### src/rtl/legv8_pkg.sv
// rtl/legv8_pkg.sv - shared opcodes, ALU function codes and sequencer state types
package legv8_pkg;

    typedef enum logic [2:0] {
        CLR    = 3'd0,
        IDLE   = 3'd1,
        DECODE = 3'd2,
        EXEC   = 3'd3,
        MEM    = 3'd4
    } state_t;

    typedef enum logic [2:0] {
        FMT_R       = 3'd0,
        FMT_I       = 3'd1,
        FMT_LDUR    = 3'd2,
        FMT_STUR    = 3'd3,
        FMT_ILLEGAL = 3'd4
    } fmt_t;

    localparam logic [10:0] OP_ADD  = 11'b10001011000;
    localparam logic [10:0] OP_ADDS = 11'b10101011000;
    localparam logic [10:0] OP_SUB  = 11'b11001011000;
    localparam logic [10:0] OP_SUBS = 11'b11101011000;
    localparam logic [10:0] OP_AND  = 11'b10001010000;
    localparam logic [10:0] OP_ORR  = 11'b10101010000;
    localparam logic [10:0] OP_LDUR = 11'b11111000010;
    localparam logic [10:0] OP_STUR = 11'b11111000000;
    localparam logic [9:0]  OP_ADDI = 10'b1001000100;
    localparam logic [9:0]  OP_SUBI = 10'b1101000100;

    localparam logic [4:0] FS_AND = 5'b00000;
    localparam logic [4:0] FS_ORR = 5'b00100;
    localparam logic [4:0] FS_ADD = 5'b01000;
    localparam logic [4:0] FS_SUB = 5'b01001;

endpackage

### src/rtl/instr_decoder.sv
// rtl/instr_decoder.sv - combinational opcode classification, field extraction and immediate extension
module instr_decoder
    import legv8_pkg::*;
#(
    parameter int DATA_W = 64
) (
    input  logic [31:0]       i_instr,
    output fmt_t              o_fmt,
    output logic [4:0]        o_fs,
    output logic [4:0]        o_rd,
    output logic [4:0]        o_rn,
    output logic [4:0]        o_rm,
    output logic              o_set_flags,
    output logic [DATA_W-1:0] o_k
);

    logic [10:0]       w_op11;
    logic [9:0]        w_op10;
    logic [DATA_W-1:0] w_imm12;
    logic [DATA_W-1:0] w_imm9;

    assign w_op11  = i_instr[31:21];
    assign w_op10  = i_instr[31:22];
    assign o_rd    = i_instr[4:0];
    assign o_rn    = i_instr[9:5];
    assign o_rm    = i_instr[20:16];
    assign w_imm12 = {{(DATA_W-12){1'b0}}, i_instr[21:10]};
    assign w_imm9  = {{(DATA_W-9){i_instr[20]}}, i_instr[20:12]};

    // Classify the opcode; 10-bit I-type opcodes never collide with the 11-bit ones
    always_comb begin
        o_fmt       = FMT_ILLEGAL;
        o_fs        = FS_ADD;
        o_set_flags = 1'b0;
        o_k         = '0;
        case (w_op11)
            OP_ADD:  o_fmt = FMT_R;
            OP_ADDS: begin o_fmt = FMT_R; o_set_flags = 1'b1; end
            OP_SUB:  begin o_fmt = FMT_R; o_fs = FS_SUB; end
            OP_SUBS: begin o_fmt = FMT_R; o_fs = FS_SUB; o_set_flags = 1'b1; end
            OP_AND:  begin o_fmt = FMT_R; o_fs = FS_AND; end
            OP_ORR:  begin o_fmt = FMT_R; o_fs = FS_ORR; end
            OP_LDUR: begin o_fmt = FMT_LDUR; o_k = w_imm9; end
            OP_STUR: begin o_fmt = FMT_STUR; o_k = w_imm9; end
            default: begin
                if (w_op10 == OP_ADDI) begin
                    o_fmt = FMT_I;
                    o_k   = w_imm12;
                end else if (w_op10 == OP_SUBI) begin
                    o_fmt = FMT_I;
                    o_fs  = FS_SUB;
                    o_k   = w_imm12;
                end
            end
        endcase
    end

endmodule

### src/rtl/datapath_sequencer.sv
// rtl/datapath_sequencer.sv - LEGv8 instruction sequencer driving register file, ALU and RAM controls
module datapath_sequencer
    import legv8_pkg::*;
#(
    parameter int DATA_W = 64
) (
    input  logic              clock,
    input  logic              reset,
    input  logic              instr_valid,
    input  logic [31:0]       instr,
    output logic              instr_ready,
    input  logic [3:0]        status,
    output logic [4:0]        DA,
    output logic [4:0]        SA,
    output logic [4:0]        SB,
    output logic [4:0]        FS,
    output logic [DATA_W-1:0] k,
    output logic              Bsel,
    output logic              dataMux,
    output logic              regW,
    output logic              ramW,
    output logic              R,
    output logic              done,
    output logic              illegal,
    output logic [3:0]        flags
);

    state_t            r_state;
    state_t            w_next;
    logic [31:0]       r_instr;
    logic [3:0]        r_flags;
    fmt_t              w_fmt;
    logic [4:0]        w_fs;
    logic [4:0]        w_rd;
    logic [4:0]        w_rn;
    logic [4:0]        w_rm;
    logic              w_set_flags;
    logic [DATA_W-1:0] w_k;

    instr_decoder #(.DATA_W(DATA_W)) u_decoder (
        .i_instr     (r_instr),
        .o_fmt       (w_fmt),
        .o_fs        (w_fs),
        .o_rd        (w_rd),
        .o_rn        (w_rn),
        .o_rm        (w_rm),
        .o_set_flags (w_set_flags),
        .o_k         (w_k)
    );

    assign flags = r_flags;

    // State, captured instruction and flag registers; reset wins over everything
    always_ff @(posedge clock) begin
        if (reset) begin
            r_state <= CLR;
            r_instr <= '0;
            r_flags <= '0;
        end else begin
            r_state <= w_next;
            if (r_state == IDLE && instr_valid) begin
                r_instr <= instr;
            end
            if (r_state == EXEC && w_set_flags) begin
                r_flags <= status;
            end
        end
    end

    // Next state and per-state control outputs; writes are suppressed while reset is high
    always_comb begin
        w_next      = r_state;
        instr_ready = 1'b0;
        DA          = '0;
        SA          = '0;
        SB          = '0;
        FS          = '0;
        k           = '0;
        Bsel        = 1'b0;
        dataMux     = 1'b0;
        regW        = 1'b0;
        ramW        = 1'b0;
        R           = 1'b0;
        done        = 1'b0;
        illegal     = 1'b0;
        case (r_state)
            CLR: begin
                R      = 1'b1;
                w_next = IDLE;
            end
            IDLE: begin
                instr_ready = 1'b1;
                if (instr_valid) w_next = DECODE;
            end
            DECODE: begin
                if (w_fmt == FMT_ILLEGAL) begin
                    illegal = 1'b1;
                    w_next  = IDLE;
                end else begin
                    w_next = EXEC;
                end
            end
            EXEC: begin
                w_next = IDLE;
                SA     = w_rn;
                FS     = w_fs;
                k      = w_k;
                case (w_fmt)
                    FMT_R: begin
                        SB   = w_rm;
                        Bsel = 1'b1;
                        k    = '0;
                        DA   = w_rd;
                        regW = 1'b1;
                        done = 1'b1;
                    end
                    FMT_I: begin
                        DA   = w_rd;
                        regW = 1'b1;
                        done = 1'b1;
                    end
                    FMT_LDUR: begin
                        FS     = FS_ADD;
                        w_next = MEM;
                    end
                    FMT_STUR: begin
                        SB   = w_rd;
                        FS   = FS_ADD;
                        ramW = 1'b1;
                        done = 1'b1;
                    end
                    default: begin
                        SA = '0;
                        FS = '0;
                        k  = '0;
                    end
                endcase
            end
            MEM: begin
                SA      = w_rn;
                k       = w_k;
                FS      = FS_ADD;
                DA      = w_rd;
                dataMux = 1'b1;
                regW    = 1'b1;
                done    = 1'b1;
                w_next  = IDLE;
            end
            default: w_next = CLR;
        endcase
        if (reset) begin
            regW = 1'b0;
            ramW = 1'b0;
        end
    end

endmodule

### config.mk
export PLATFORM = sky130hd
export DESIGN_NAME = datapath_sequencer
export DESIGN_NICKNAME = d
export VERILOG_FILES = /design/src/rtl/legv8_pkg.sv /design/src/rtl/instr_decoder.sv /design/src/rtl/datapath_sequencer.sv
export SDC_FILE = /design/constraint.sdc
export NUM_CORES = 1
export LEC_CHECK = 0
export ABC_AREA = 1
export CORE_UTILIZATION = 39
export DETAILED_ROUTE_END_ITERATION = 8
export PLACE_DENSITY = 0.81
export SLEW_MARGIN = 40
export SYNTH_ARGS = -nofsm -noshare
export SYNTH_HDL_FRONTEND = slang
export SYNTH_SLANG_ARGS = --single-unit
### constraint.sdc
create_clock -name clock -period 4.37 [get_ports clock]
set_clock_uncertainty 0.15 [all_clocks]
set_input_delay 0.874 -clock clock [delete_from_list [all_inputs] [get_ports clock]]
set_output_delay 0.874 -clock clock [all_outputs]
set_load 0.01 [all_outputs]
==> results of run 1 <==
==> worst max-delay path: stages, from the launching register on <==
cell	delay, ps
sky130_fd_sc_hd__dfxtp_1	420
sky130_fd_sc_hd__nand2_1	80
sky130_fd_sc_hd__nor2_1	130
sky130_fd_sc_hd__nand3_2	140
sky130_fd_sc_hd__inv_2	220
sky130_fd_sc_hd__nor2_1	150
sky130_fd_sc_hd__nand2_2	90
sky130_fd_sc_hd__nand2_2	100
sky130_fd_sc_hd__o21ai_0	300
sky130_fd_sc_hd__clkdlybuf4s50_1	610
==> cells by family after synthesis <==
family	count (synthesis)	synth area share, %
compound gates	83	16.9
buf+inv	102	24.6
flops	39	31.7
other cells	1	0.152
simple gates	146	26.6
==> flip-flops by register name, summed over array words and instances, names as in the netlist <==
name / count
flags: 4
r_instr: 32
r_state: 3
==> metrics by stage <==
step / instance area (um2) / setup WS, ps / cells
3_3_place_gp: 3420 / 1200 / 514
4_1_cts: 3520 / 833 / 522
5_1_grt: 3530 / 588 / 522
3_5_place_dp: 3420 / 1150 / 514
2_1_floorplan: 2460 / 301 / 372
6_report: 3530 / 817 / 522
==> worst paths after layout <==
check,end,slack [ps],cells after the start
worst max-delay path,SB[4],820,9
worst max register to register,r_instr[9],2470,6
worst min register to register,r_instr[2],330,2
worst min-delay path,r_instr[2],330,2
==> where the power goes <==
group	internal (mW)	switching, mW
Clock	0.143	0.123
Sequential	0.387	0.0230
Combinational	0.0650	0.0782
Total	0.595	0.224
==> cell usage after synthesis (2+ instances only) <==
cell | n | share of area [%]
sky130_fd_sc_hd__a21oi_1 | 38 | 7.7
sky130_fd_sc_hd__buf_2 | 2 | 0.41
sky130_fd_sc_hd__buf_4 | 54 | 16
sky130_fd_sc_hd__clkbuf_1 | 8 | 1.2
sky130_fd_sc_hd__dfxtp_1 | 39 | 32
sky130_fd_sc_hd__inv_1 | 33 | 5.0
sky130_fd_sc_hd__inv_2 | 3 | 0.46
sky130_fd_sc_hd__nand2_1 | 52 | 7.9
sky130_fd_sc_hd__nand2_2 | 4 | 1.0
sky130_fd_sc_hd__nand2_4 | 2 | 0.92
sky130_fd_sc_hd__nand3_1 | 16 | 3.3
sky130_fd_sc_hd__nand3_2 | 3 | 1.2
sky130_fd_sc_hd__nor2_1 | 56 | 8.5
sky130_fd_sc_hd__nor3_1 | 5 | 1.0
sky130_fd_sc_hd__o21ai_0 | 44 | 8.9
==> cell type report <==
class	instances	share of cell area [%]
Sequential cell	39	22.1
Clock buffer	7	2.73
Multi-Input combinational cell	231	30.8
Inverter	36	3.83
Timing Repair Buffer	133	37.7
Clock inverter	1	0.213
Tap cell	75	2.66
==> layout by cell type, fill, tap and decap left out <==
master,n
sky130_fd_sc_hd__nor3_2,1
sky130_fd_sc_hd__nand4_1,1
sky130_fd_sc_hd__buf_4,1
sky130_fd_sc_hd__nor4_1,1
sky130_fd_sc_hd__inv_1,32
sky130_fd_sc_hd__nor3_1,5
sky130_fd_sc_hd__inv_2,4
sky130_fd_sc_hd__clkinvlp_4,1
sky130_fd_sc_hd__a21oi_1,38
sky130_fd_sc_hd__nor2_1,55
sky130_fd_sc_hd__clkdlybuf4s50_1,132
sky130_fd_sc_hd__conb_1,2
sky130_fd_sc_hd__dfxtp_1,39
sky130_fd_sc_hd__clkbuf_8,7
sky130_fd_sc_hd__nand2_2,3
sky130_fd_sc_hd__nand2_1,52
sky130_fd_sc_hd__a31oi_1,1
sky130_fd_sc_hd__nand3_2,3
sky130_fd_sc_hd__nand4_2,1
sky130_fd_sc_hd__nor2_2,2
sky130_fd_sc_hd__nand2_4,3
sky130_fd_sc_hd__or2_2,1
sky130_fd_sc_hd__nand3b_1,1
sky130_fd_sc_hd__o21ai_0,44
sky130_fd_sc_hd__nor2_4,1
sky130_fd_sc_hd__nand3_1,16
==> metal layers <==
| layer | vias to the layer above | track usage, % | routed length [um] |
|---|---|---|---|
| met5 | - | 0 | 0 |
| met4 | 0 | 6.61 | 78 |
| met3 | 7 | 4.67 | 612 |
| met2 | 124 | 33.3 | 3030 |
| met1 | 1108 | 21.1 | 2540 |
| li1 | 1283 | - | - |
==> out/results.md, run 1 <==
| Item | This run | Unit |
| --- | --- | --- |
| Resized cells post-CTS | 0 | - |
| Kind of end point of the critical path | output port | - |
| Post-route minimum period | 3550 | ps |
| Maximum level of the CTS H-tree | 2 | - |
| Setup violators final | 0 | - |
| Share of synthesized area occupied by flip-flops and latches | 31.7 | % |
| Number of antenna violations at the first check in global routing | 0 | - |
| Remaining routing DRC violations | 0 | - |
| Path category of the worst min-delay check | flop to flop | - |
| Maximum achievable frequency | 281 | MHz |
| Type of element launching the critical path | flop | - |
| Initial core utilization | 41.1 | % |
| Hold slack final | 330 | ps |
| Share of cells above drive strength 1 | 6.26 | % |
| Final RePlAce weighted congestion | 0.900 | - |
| Overall power after layout | 819 | uW |
| First-pass DRT Iterations | 5 | - |
| Average footprint of a synthesized cell | 6.63 | um2 |
| Netlist cell types | 27 | - |
| Worst EP required | 3350 | ps |
| Ys async rst share | 0 | % |
| Total detailed-routing wirelength | 6260 | um |
| Highest net fanout along the worst path | 13 | - |
| Final antenna diode count | 0 | - |
| Site Rows | 28 | - |
| Number of synthesized flops with an enable pin | 0 | - |
| Unrepaired setup endpoints after global routing | false | - |
| Average via count per standard cell | 4.83 | - |
| Number of instances in the synthesized netlist | 371 | - |
| Outcome | completed | - |
| Fillers | 549 | - |
| Hold-fix buffers, CTS | 0 | - |
| Buffers inserted by post-CTS timing repair | 0 | - |
| Most used flip-flop cell after synthesis | sky130_fd_sc_hd__dfxtp_1 | - |
| Largest net degree at the start of global routing | 55 | - |
| Total routing usage reported by global routing | 18.5 | % |
| Count of maximum capacitance violations | 0 | - |
| CTS Buffer Depth | 2 | - |
| Summed instance area of the synthesized netlist | 2460 | um2 |
| Leakage power | 1.35 | nW |
| Count of clock tree sinks | 39 | - |
| Type of the worst setup path | flop to output port | - |
| Final routed wire length divided by cell count | 12.0 | um |
| Clock tree from TritonCTS | built | - |
| Inserted Clock Buffers | 5 | - |
| Core occupancy in the finished layout | 58.9 | % |
| Die area | 6630 | um2 |
| Via count of the first global-routing pass | 2136 | - |
| Power per standard cell area | 232 | nW/um2 |
| HP Start | r_instr[2] | - |
| Final nets | 485 | - |
| Setup TNS | 0 | ps |
| Worst setup path startpoint | r_instr[29] | - |
| Initial drt markers | 74 | - |
| Half-perimeter wire length after detailed placement | 4750 | um |
| Core region area | 5990 | um2 |
| Crit path DAT | 2530 | ps |
| Final worst path period share | 81.3 | % |
| Chip width | 81.4 | um |
| Later-pin clock latency in the skew report | 290 | ps |
| Die Height | 81.4 | um |
| Area growth from synthesis to final layout | 43.4 | % |
| Yosys synthesis warning count | 0 | - |
| CTS clk-pin slew, worst paths | 70 | ps |
| Antenna-violating nets left | 0 | - |
| Number of synthesized register bits | 39 | - |
| Remaining Overflow, GRT | 0 | - |
| Final hold violation count | 0 | - |
| Global-route wire length before repair | 9520 | um |
| Clk Tree Root Cell | sky130_fd_sc_hd__clkbuf_8 | - |
| Vias | 2522 | - |
| Area of the multi-input gates | 1090 | um2 |
| I/O pins | 135 | - |
| Count of input and output buffers | 132 | - |
| Final slew viol count | 0 | - |
| FF/Latch Area | 781 | um2 |
| Beginning of the worst register-to-register path | r_state[0] | - |
| IR drop worst, VDD | 199 | uV |
Power figures use the tool's default switching activity.
==> inputs of run 2 (changes only) <==
- clock period: 4.37 -> 3.7 ns (I/O delays scaled with it)
==> run 2 against run 1 <==
Compared with the run above: die area unchanged; total power is 26% higher; register-to-register slack got worse by 800 ps; first-iteration DRC count up 65%; final cell count grew 0.19%; wire length rose by 2.5%; largest cell class unchanged; sequential cell count unchanged; critical endpoint is now SB[3]; worst setup slack worse by 520 ps; final area is 0.57% higher.
==> out/results.md, run 2 (synthesis results as in run 1) <==
| Item | This run | Unit |
| --- | --- | --- |
| Hold slack final | 336 | ps |
| Crit path DAT | 2510 | ps |
| Leading cell types in the layout, fill and taps excluded | 132 x sky130_fd_sc_hd__clkdlybuf4s50_1, 55 x sky130_fd_sc_hd__nor2_1, 52 x sky130_fd_sc_hd__nand2_1 | - |
| Maximum level of the CTS H-tree | 2 | - |
| Initial core utilization | 41.1 | % |
| Count of input and output buffers | 132 | - |
| Outcome | completed | - |
| Count of maximum capacitance violations | 0 | - |
| IR drop worst, VDD | 207 | uV |
| Total routing usage reported by global routing | 18.9 | % |
| Final worst path period share | 91.9 | % |
| Maximum achievable frequency | 294 | MHz |
| Worst EP required | 2810 | ps |
| Setup TNS | 0 | ps |
| CTS Buffer Depth | 2 | - |
| Path category of the worst min-delay check | flop to flop | - |
| Type of the worst setup path | flop to output port | - |
| Highest net fanout along the worst path | 13 | - |
| Measured slew at the worst slew-check pin | 751 | ps |
| Die area | 6630 | um2 |
| Clk Tree Root Cell | sky130_fd_sc_hd__clkbuf_8 | - |
| Global-route wire length before repair | 9730 | um |
| Core region area | 5990 | um2 |
| Final hold violation count | 0 | - |
| Type of element launching the critical path | flop | - |
| Kind of end point of the critical path | output port | - |
| Number of antenna violations at the first check in global routing | 0 | - |
| Final RePlAce weighted congestion | 0.856 | - |
| Later-pin clock latency in the skew report | 290 | ps |
| Power per standard cell area | 291 | nW/um2 |
| Hold-fix buffers, CTS | 0 | - |
| CTS clk-pin slew, worst paths | 80 | ps |
| Clock tree from TritonCTS | built | - |
| Setup violators final | 0 | - |
| Via count of the first global-routing pass | 2188 | - |
| Final slew viol count | 0 | - |
| I/O pins | 135 | - |
| First-pass DRT Iterations | 4 | - |
| Site Rows | 28 | - |
| Die Height | 81.4 | um |
| Remaining routing DRC violations | 0 | - |
| Biggest register | r_instr | - |
| Antenna-violating nets left | 0 | - |
| Leakage power | 1.35 | nW |
| Chip width | 81.4 | um |
| Final antenna diode count | 0 | - |
| Resized cells post-CTS | 0 | - |
| Unrepaired setup endpoints after global routing | false | - |
| Inserted Clock Buffers | 5 | - |
| Half-perimeter wire length after detailed placement | 4940 | um |
| Overall power after layout | 1.03 | mW |
| Core occupancy in the finished layout | 59.2 | % |
| Average via count per standard cell | 4.78 | - |
| Share of cells above drive strength 1 | 6.25 | % |
| Slew HR | 49.6 | % |
| Area growth from synthesis to final layout | 44.2 | % |
| Count of clock tree sinks | 39 | - |
| Final nets | 486 | - |
| Post-route minimum period | 3400 | ps |
| Remaining Overflow, GRT | 0 | - |
| Initial drt markers | 122 | - |
| Total detailed-routing wirelength | 6410 | um |
| Most common cell after layout, fill and taps aside | sky130_fd_sc_hd__clkdlybuf4s50_1 | - |
| Setup ws final | 298 | ps |
| Post-placement worst setup slack | 614 | ps |
| Number of flip-flops under the largest register name | 32 | - |
| Buffers inserted by post-CTS timing repair | 0 | - |
| Final routed wire length divided by cell count | 12.3 | um |
| Vias | 2501 | - |
| Largest net degree at the start of global routing | 53 | - |
[run 2: report_power, final]
group	switching, mW	internal, mW
registers	0.0269	0.456
clock network	0.156	0.222
logic	0.0942	0.0779
[run 2: final timing paths]
check / start / end / slack [ps] / cells after the start
setup reg to reg: r_state[0] / r_instr[10] / 1670 / 6
hold reg to reg: r_instr[4] / r_instr[4] / 340 / 2
setup / recovery: r_instr[29] / SB[3] / 300 / 9
hold / removal: r_instr[4] / r_instr[4] / 340 / 2
[run 2: metrics by stage]
stage | instances | cell area [um2]
5_1_grt | 523 | 3550
3_3_place_gp | 515 | 3430
6_report | 523 | 3550
3_5_place_dp | 515 | 3430
2_1_floorplan | 372 | 2470
4_1_cts | 523 | 3550
[run 2: metal layers]
metal  track usage, %  share of wire [%]  vias up
li1                 -                  -     1278
met1             22.7                 43     1101
met2             33.9                 48      116
met3             4.00                8.1        6
met4             5.00               0.89        0
met5                0                  0        -
[run 2: layout make-up]
cell class                 count  area [um2]
tap                           75        93.8
fill                         516        2440
clock inverter                 2        38.8
multi-input combinational    231        1080
clock buffer                   6        82.6
timing repair buffer         134        1340
inverter                      36         135
sequential                    39         781
[run 2: critical path: stages, from the launching register on]
cell and delay (ps):
sky130_fd_sc_hd__dfxtp_1 420, sky130_fd_sc_hd__nand2_1 80, sky130_fd_sc_hd__nor2_1 140, sky130_fd_sc_hd__nand3_2 140, sky130_fd_sc_hd__inv_2 220, sky130_fd_sc_hd__nor2_1 160, sky130_fd_sc_hd__nand2_2 100, sky130_fd_sc_hd__nand2_2 100
sky130_fd_sc_hd__o21ai_0 280, sky130_fd_sc_hd__clkdlybuf4s50_1 600
